==> config.mk <==
export PLATFORM = sky130hd
export DESIGN_NAME = cp0_exc
export DESIGN_NICKNAME = d
export VERILOG_FILES = /design/src/rtl/cp0_exc.sv
export SDC_FILE = /design/constraint.sdc
export NUM_CORES = 1
export LEC_CHECK = 0
export ABC_AREA = 1
export CELL_PAD_IN_SITES_DETAIL_PLACEMENT = 0
export CELL_PAD_IN_SITES_GLOBAL_PLACEMENT = 2
export CORE_UTILIZATION = 19
export DETAILED_ROUTE_END_ITERATION = 10
export PLACE_DENSITY = 0.8
export SKIP_LAST_GASP = 1
export SLEW_MARGIN = 20
export SYNTH_ARGS = -nofsm -noshare
export SYNTH_HDL_FRONTEND = slang
export SYNTH_SLANG_ARGS = --single-unit
export TNS_END_PERCENT = 5
==> constraint.sdc <==
create_clock -name Clk -period 2.3 [get_ports Clk]
set_clock_uncertainty 0.05 [all_clocks]
set_input_delay 0.345 -clock Clk [delete_from_list [all_inputs] [get_ports Clk]]
set_output_delay 0.345 -clock Clk [all_outputs]
set_load 0.01 [all_outputs]
==> src/rtl/cp0_exc.sv <==
// CP0 exception/interrupt unit: SR, Cause, EPC and PRId registers plus the
// zero-latency take-exception decision for the M stage.
module cp0_exc #(
  parameter logic [31:0] PRID_VALUE = 32'h0000_4D50,
  parameter logic [31:0] EPC_RESET  = 32'h0000_3000
) (
  input  logic        Clk,
  input  logic        Reset,
  input  logic [31:0] PC_M,
  input  logic        BD_M,
  input  logic        ValidM,
  input  logic [6:2]  ExcCode_M,
  input  logic [7:2]  HWInt,
  input  logic [4:0]  A1,
  input  logic [4:0]  A2,
  input  logic [31:0] DIn,
  input  logic        WE,
  input  logic        EXLClr,
  output logic        exp_out,
  output logic [31:0] EPC,
  output logic [31:0] DOut
);

  logic [7:2]  im;
  logic        exl;
  logic        ie;
  logic        bd;
  logic [7:2]  ip;
  logic [6:2]  exc_code;
  logic [31:0] epc_q;
  logic        int_req;
  logic        exc_req;
  logic [31:0] sr_word;
  logic [31:0] cause_word;
  logic        unused_din;

  assign unused_din = ^{DIn[31:16], DIn[9:2]};

  assign int_req = ie & ~exl & (|(HWInt & im));
  assign exc_req = ValidM & ~exl & (ExcCode_M != 5'd0);

  // Gated by Reset so a live M-stage code cannot leak out while state is held clear.
  assign exp_out = (int_req | exc_req) & ~Reset;

  assign sr_word    = {16'b0, im, 8'b0, exl, ie};
  assign cause_word = {bd, 15'b0, ip, 3'b0, exc_code, 2'b0};
  assign EPC        = epc_q;

  always_comb begin
    DOut = 32'b0;
    case (A1)
      5'd12:   DOut = sr_word;
      5'd13:   DOut = cause_word;
      5'd14:   DOut = epc_q;
      5'd15:   DOut = PRID_VALUE;
      default: DOut = 32'b0;
    endcase
  end

  // Exception entry overrides any mtc0 in the same cycle; EXLClr beats an SR write for EXL.
  always_ff @(posedge Clk or posedge Reset) begin
    if (Reset) begin
      im       <= '0;
      exl      <= 1'b0;
      ie       <= 1'b0;
      bd       <= 1'b0;
      ip       <= '0;
      exc_code <= '0;
      epc_q    <= EPC_RESET;
    end else begin
      ip <= HWInt;
      if (exp_out) begin
        exl      <= 1'b1;
        bd       <= BD_M;
        epc_q    <= BD_M ? (PC_M - 32'd4) : PC_M;
        exc_code <= int_req ? 5'd0 : ExcCode_M;
      end else begin
        if (WE && (A2 == 5'd12)) begin
          im  <= DIn[15:10];
          exl <= DIn[1];
          ie  <= DIn[0];
        end
        if (WE && (A2 == 5'd14)) begin
          epc_q <= DIn;
        end
        if (EXLClr) begin
          exl <= 1'b0;
        end
      end
    end
  end

endmodule

**Word level (Yosys, flattened, before mapping)**

Cells that the tools add are included.

- Equality and inequality tests: 6
- Add/subtract/negate cells: 1
- Reductions and logical operators: 7
- Mux-type cells: 8
- Bitwise operators: 10

Operator list:

| kind | number |
|---|---|
| $pmux 32 s4 | 1 |
| $mux 32 | 3 |
| $sub 32x3->32 const B | 1 |
| $eq 5x4->1 const B | 6 |
| $and 6x6->6 | 1 |
| $reduce_or 6->1 | 1 |
| $and 1x1->1 | 5 |
| $mux 5 | 1 |
| $reduce_bool 5->1 | 1 |
| $mux 1 | 3 |
| $not 1->1 | 3 |
| $reduce_bool 3->1 | 1 |
| $logic_and 1x1->1 | 2 |
| $reduce_and 2->1 | 1 |
| $reduce_bool 2->1 | 1 |
| $or 1x1->1 | 1 |

- Logic and storage cells: 39
- Output and inout port bits: 65
- Input bits: 91
- Flip-flop bits (word level): 52

**Longest topological paths before layout**

Gate-level depths: netlist (run 1).

- Depth after elaboration: 7
- Gate-level depth with buffers: 13

**Worst setup path after synthesis (run 1)**

OpenSTA, ideal clock, no wires.

- Kind: input to output
- From: input port Reset
- To: output port exp_out
- Setup slack: -0.162 ns
- Path buffers: 2
- Stages on the path: 5
- Data arrival time: 2.067 ns
- Path through: inv_1 > nand2_2 > buf_6 > inv_4 > buf_4

- Cells in the longest elaborated chain, start to end: 2

RTL lines:

| item | RTL line | RTL |
|---|---|---|
| start, declared | 8 | `input logic Reset,` |
| $not 1->1 | 43 | `assign exp_out = (int_req \| exc_req) & ~Reset;` |
| $and 1x1->1 | 43 |  |
| end, declared | 19 | `output logic exp_out,` |

No other way between the ends.

**Final worst setup path (run 1)**

- From: input port A1[2]
- To: output port DOut[16]

- Cells in the longest elaborated chain, start to end: 2
- Elaborated cells on any way between the ends: 5
- Those cells by class: 4 x eq/ne; 1 x mux

RTL lines:

| item | RTL line | RTL |
|---|---|---|
| start, declared | 14 | `input logic [4:0] A1,` |
| $eq 5x4->1 | 51 | `case (A1)` |
| $pmux 32 s4 (*) | 51 |  |
| end, declared | 21 | `output logic [31:0] DOut` |

Mark *: on every way between the ends. The rest lies on a longest branch, timed or not.

==> results of run 1 <==
## area by class of cell
| cell class | instances | area (um2) | share of cell area (%) |
|---|---|---|---|
| Multi-Input combinational cell | 419 | 1918 | 32.60 |
| Clock buffer | 5 | 125.1 | 2.127 |
| Inverter | 90 | 344.1 | 5.849 |
| Sequential cell | 52 | 1304 | 22.16 |
| Tap cell | 260 | 325.3 | 5.530 |
| Timing Repair Buffer | 186 | 1821 | 30.94 |
| Clock inverter | 3 | 46.29 | 0.7869 |
## logic make-up (layout without fill, tap and decap cells)
group           Yosys count  count (layout)  share of synthesized area [%]
simple gates            330             330                          36.53
xor+xnor                 15              15                          3.578
fa+ha+maj                 1               1                         0.3407
flops                    52              52                          35.50
compound gates           73              73                          11.65
buf+inv                 105             284                          12.40
## stage by stage
stage	instances	util, %	hold WS [ns]
finish	1015	31.24	0.4625
global route	1015	31.24	0.4666
CTS	1014	31.14	0.4637
detailed placement	1006	30.21	0.4495
global placement	1006	30.21	0.4458
floorplan	576	-	0.3264
## per-layer routing
metal / track usage, % / wire, um / up-vias
met1: 21.25 / 7472 / 1869
li1: - / - / 2130
met2: 24.27 / 6615 / 109
met5: 0 / 0 / -
met4: 3.719 / 90 / 0
met3: 1.596 / 501 / 7
## repair_timing
item,in CTS,in global routing
setup endpoints to repair,33,33
gates resized for setup,3,5
buffers inserted,0,1
pin swaps,0,1
## report_power, final
group          internal (mW)  switching, mW  leakage, nW
clock network          0.519          0.377       0.0804
logic                  0.875          0.886         2.15
registers               1.25          0.232        0.619
total                   2.65           1.50         2.84
## worst max-delay path: stages
cell and delay [ns]:
clkdlybuf4s50_1 0.45, nand2_1 0.07, nor3_2 0.21, nand2_1 0.08, buf_4 0.20, nor2_1 0.26
clkdlybuf4s50_1 0.60
## path summary, 6_finish.rpt
check                                 to  slack (ns)  cells past startpoint
worst max-delay path            DOut[16]       -0.32                      7
worst min-delay path               ip[4]        0.46                      1
worst max register to register   EPC[22]        0.40                     12
worst min register to register     im[6]        0.47                      2
max in group asynchronous        EPC[27]        1.11                      3
min in group asynchronous          ip[3]        0.62                      3
## flip-flops by register name (all words and copies together) (netlist names)
name / flops
EPC: 32
im: 6
ip: 6
exc_code: 5
bd: 1
exl: 1
ie: 1
## cell usage in the layout (no fill, tap or decap), types with 2 or more instances in the layout
cell type	n
dlymetal6s2s_1	5
o221ai_1	2
inv_2	2
nand3_1	31
nor3_1	2
nor2_1	71
o21ai_2	6
xor2_1	14
clkinvlp_4	2
o21ai_0	44
buf_4	29
buf_12	2
dfrtp_1	50
dfstp_2	2
inv_1	85
clkbuf_16	5
nand2_1	208
o21bai_1	3
nor2_4	2
o2111ai_1	2
nand4_1	6
o21ai_1	10
o211ai_1	2
clkdlybuf4s50_1	149
nand2_2	5
==> results.ini, run 1 <==
[sta]
fmax_mhz = 381.5
rsz0062_at_grt = yes
postLayoutSetupSlackWorst_ns = -0.3216
worstMarginPinSlew_ns = 0.7185
slew_viol_final = 0
fin_tns_setup_ns = -5.846
setup_viol = 27
fin_crit_ns = 2.622
final_hold_viol_count = 0
timing.final.crit_share_pct = 114.0
relSlewSlack_pct = 52.10

[clock_tree]
clk_pin_slew_ns = 0.07
cts_buffers = 5
htreeDepth = 2
ctsHoldBuffers = 0
cts_max_path_buffers = 2
clock-sinks = 52
cts_tree = built
clk_latency_ns = 0.30
root_buffer = clkbuf_16

[yosys]
async_reset_ff_share_pct = 100.0
ys_top_cells_by_area = dfrtp_1 (34%), nand2_1 (21%), inv_1 (8.9%)
netlist.area_leader.share_pct = 34.07
synth-seq-area-share_pct = 35.50
synth_ff_type = dfrtp_1
yosys-top-cells-count = nand2_1 (208), inv_1 (87), nor2_1 (71), dfrtp_1 (50), o21ai_0 (44)
synth.most_common_cell = nand2_1
synthCells = 576
syn_area_per_cell_um2 = 6.375
syn_area_um2 = 3672
ys_ff_latch = 52
ys_types = 35
yosys.area.top_type = dfrtp_1
synth_edf_count = 0
syn_nets = 668
synth_warnings = 0

[power_and_ir_drop]
p_leak_nw = 2.845
vdd_drop_max_v = 0.0003150
total_power_mw = 4.143
power_density_nw_per_um2 = 704.1

[cells_and_area]
final_area_um2 = 5883
syn_to_final_growth_pct = 60.20
fin_nets = 846
fill_cells = 2105
final_layout_size_suffix_gt1_share_pct = 8.212
antenna_cells = 0

[floorplanning]
initial_utilization_pct = 19.50
die_area_um2 = 19890
core_region_area_um2 = 18830
die_x_um = 141.0
die_h_um = 141.0
row_count = 50
io_pins = 156

[grt]
grt_use_total_pct = 15.01
grt_pass1_wl_mm = 22.60
antenna_found_initial = 0
first_global_vias = 4018
overflow = 0
grt_max_degree = 53

[outcome]
violations = negative setup slack
status = finished with violations

[route]
via_per_inst = 4.054
ant_nets = 0
post_drt_wl_per_cell_um = 14.46
drtIter0Drc = 157
num_vias = 4115
drc = 0
drt_wl_total_mm = 14.68
first_pass_iters = 6

[hold_path]
hold_start = HWInt[4]
min_path_type = primary input to register

[placement]
place_area_um2 = 5688
io_buffers = 155
place_congestion = 0.7946
hpwl_mm = 11.92
post-place-ws_ns = -0.3955

[worst_setup_path]
r2r-start = im[7]
cp_data_arrival_time_ns = 2.23
cp.required_ns = 1.90
critPathMaxFanout = 12
critPathCaptureType = output port
startpoint_type = primary input
crit_path_start = A1[2]
crit_type = primary input to output port

[run]
drv_cap = 0

(Power assumes the default switching activity.)
==> run 2: changes to the inputs <==
Settings changed: CORE_UTILIZATION 19 to 21, PLACE_DENSITY 0.8 to 0.81.
Clock period 2.3 ns to 2.9 ns, I/O delays scaled along.
==> run 2 against run 1 <==
Effect of this change:
- the flow now finishes without violations
- worst setup slack gained 0.41 ns
- global-route usage grew 1.1 points
- clock power fell by 31%
- sequential share of layout area is 1.0 points higher
- first-iteration DRC count grew 11%
- critical path depth is 2 higher
- total power down 24%
- utilization rose by 2.2 points
- wire length fell by 2.5%
- combinational power fell by 23%
- sequential cell count is the same
- final area down 4.3%
- largest cell class unchanged
- largest power group unchanged
==> results.ini, run 2 (same netlist as run 1, synthesis figures left out) <==
[floorplanning]
io_pins = 156  ; unchanged
core_region_area_um2 = 16820  ; -11%
row_count = 47  ; -6.0%
die_x_um = 134.2  ; -4.8%
die_h_um = 134.2  ; -4.8%
initial_utilization_pct = 21.83  ; +2.3 points
die_area_um2 = 18020  ; -9.4%

[worst_setup_path]
critPathCaptureType = output port
cp_cell_sequence = clkdlybuf4s50_1 -> inv_1 -> nor3_2 -> nand2_1 -> buf_4 -> inv_1 -> nand2_1 -> nand3_1 -> clkdlybuf4s50_1
cp_data_arrival_time_ns = 2.32  ; +0.09 ns
r2r-start = im[7]
cp_top_family = buffers and inverters
critPathMaxFanout = 13  ; +1
critPathMaxStageDelay_ns = 0.55  ; -0.05 ns
r2r_slack_ns = 1.00  ; +0.60 ns
cp.required_ns = 2.41  ; +0.51 ns
crit_type = primary input to output port
slowest_stage = clkdlybuf4s50_1
crit_buf_inv = 5  ; +2
r2r_end = EPC[29]
reg2reg_depth = 12  ; unchanged
startpoint_type = primary input

[cells_and_area]
multi_input_area_um2 = 1918  ; unchanged
syn_to_final_growth_pct = 53.29
post-route-util_pct = 33.47  ; +2.2 points
largest_register_ffs = 32  ; unchanged
mostFrequentLayoutCell = nand2_1
fin_nets = 823  ; -2.7%
final_cell_mix = nand2_1 (208), clkdlybuf4s50_1 (154), inv_1 (86)
antenna_cells = 0  ; unchanged
register_area_um2 = 1304  ; unchanged
fill_cells = 1845  ; -12%
layout.cells.non_filler = 952  ; -6.2%
final_layout_size_suffix_gt1_share_pct = 5.191  ; -3.0 points

[grt]
first_global_vias = 4033  ; +0.37%
grt_max_degree = 53  ; unchanged
grt_use_total_pct = 16.10  ; +1.1 points
overflow = 0  ; unchanged
antenna_found_initial = 0  ; unchanged
grt_pass1_wl_mm = 22.18  ; -1.9%

[sta]
fmax_mhz = 356.0
slew_viol_final = 0  ; unchanged
fin_crit_ns = 2.809
final_hold_viol_count = 0  ; unchanged
setup_viol = 0  ; -100%
worstMarginPinSlew_ns = 0.6971  ; -0.02144 ns
rsz0062_at_grt = yes
timing.final.crit_share_pct = 96.86
relSlewSlack_pct = 53.53  ; +1.4 points

[power_and_ir_drop]
power_density_nw_per_um2 = 561.0  ; -20%
p_leak_nw = 2.656  ; -6.6%
vdd_drop_max_v = 0.0002573  ; -18%

[placement]
dp.cells = 944  ; -6.2%
place_congestion = 0.8721  ; +9.8%
io_buffers = 155  ; unchanged
hpwl_mm = 11.50  ; -3.5%

[clock_tree]
htreeDepth = 2  ; unchanged
cts_buffers = 5  ; unchanged
clk_latency_ns = 0.30  ; about the same
clock-sinks = 52  ; unchanged
root_buffer = clkbuf_16
postCtsSetupBuffers = 0  ; unchanged
cts_tree = built
clk_pin_slew_ns = 0.08  ; about the same
cts_resized = 0  ; -3
ctsHoldBuffers = 0  ; unchanged
cts_max_path_buffers = 2  ; unchanged

[hold_path]
min_path_cells = 2  ; +1
min_path_type = register to register
whs_endpoint = im[5]
hold_start = im[5]

[route]
drc = 0  ; unchanged
drtIter0Drc = 174  ; +11%
drt_wl_total_mm = 14.31  ; -2.5%
via_per_inst = 4.265  ; +5.2%
first_pass_iters = 4  ; -2
num_vias = 4060  ; -1.3%
post_drt_wl_per_cell_um = 15.03  ; +3.9%
ant_nets = 0  ; unchanged

[outcome]
status = finished, final reports clean

[run]
drv_cap = 0  ; unchanged

==> run 2: cell types whose count changed in the layout (fill, tap and decap cells not counted), sizes merged <==
cell / before / now
buf: 31 / 8
inv: 89 / 90
clkinvlp: 2 / 1
dlygate4sd2: 1 / 0
bufinv: 1 / 0
clkdlybuf4s50: 149 / 154
clkinv: 1 / 2
dlymetal6s2s: 5 / 1
==> run 2: layout make-up <==
cell class	count	share of cell area [%]
tap	220	4.890
sequential	52	23.16
clock buffer	5	2.223
clock inverter	3	0.4890
multi-input combinational	419	34.07
timing repair buffer	163	29.12
inverter	90	6.046
==> run 2: report_power, final <==
group | switching (mW) | leakage, nW | internal [mW]
Sequential | 0.198 | 0.619 | 0.995
Combinational | 0.674 | 1.96 | 0.673
Clock | 0.290 | 0.0719 | 0.328
==> run 2: metrics by stage <==
stage          TNS (ns)  total power [mW]  setup WS, ns  area [um2]  hold WS, ns
2_1_floorplan         0             1.764        0.2584        3672       0.4042
3_3_place_gp          0             2.558       0.05126        5469       0.4457
3_5_place_dp          0             2.567       0.01775        5469       0.4452
4_1_cts               0             3.204      0.008457        5622       0.4644
5_1_grt         -0.2058             3.380      -0.06651        5629       0.4922
6_report              0             3.158       0.09114        5629       0.4647
==> run 2: worst reg2reg max path: stages (launching register included) <==
cell     delay [ns]
dfrtp_1        0.40
nand2_1        0.07
nand2_1        0.05
nor2_1         0.09
nand2_1        0.09
nand2_2        0.12
nand2_1        0.08
nand2_2        0.11
buf_12         0.23
nand2_2        0.10
inv_2          0.27
nand2_1        0.11
nand2_1        0.08
==> run 2: worst max path at each step <==
stage	cells after the start	slack, ns	to	from
after detailed placement	9	0.02	DOut[15]	A1[1]
after floorplan	5	0.26	exp_out	Reset
after global routing	9	-0.07	DOut[5]	A1[1]
after CTS	9	0.008	DOut[15]	A1[1]
after global placement	9	0.05	DOut[0]	A1[1]
final	9	0.09	DOut[15]	A1[1]
==> run 2: routing by layer <==
layer / track usage (%) / part of all wire (%) / vias to the layer above
li1: - / - / 2088
met1: 22.72 / 49 / 1850
met2: 25.99 / 45 / 115
met3: 2.343 / 4.9 / 7
met4: 3.246 / 0.87 / 0
met5: 0 / 0 / -
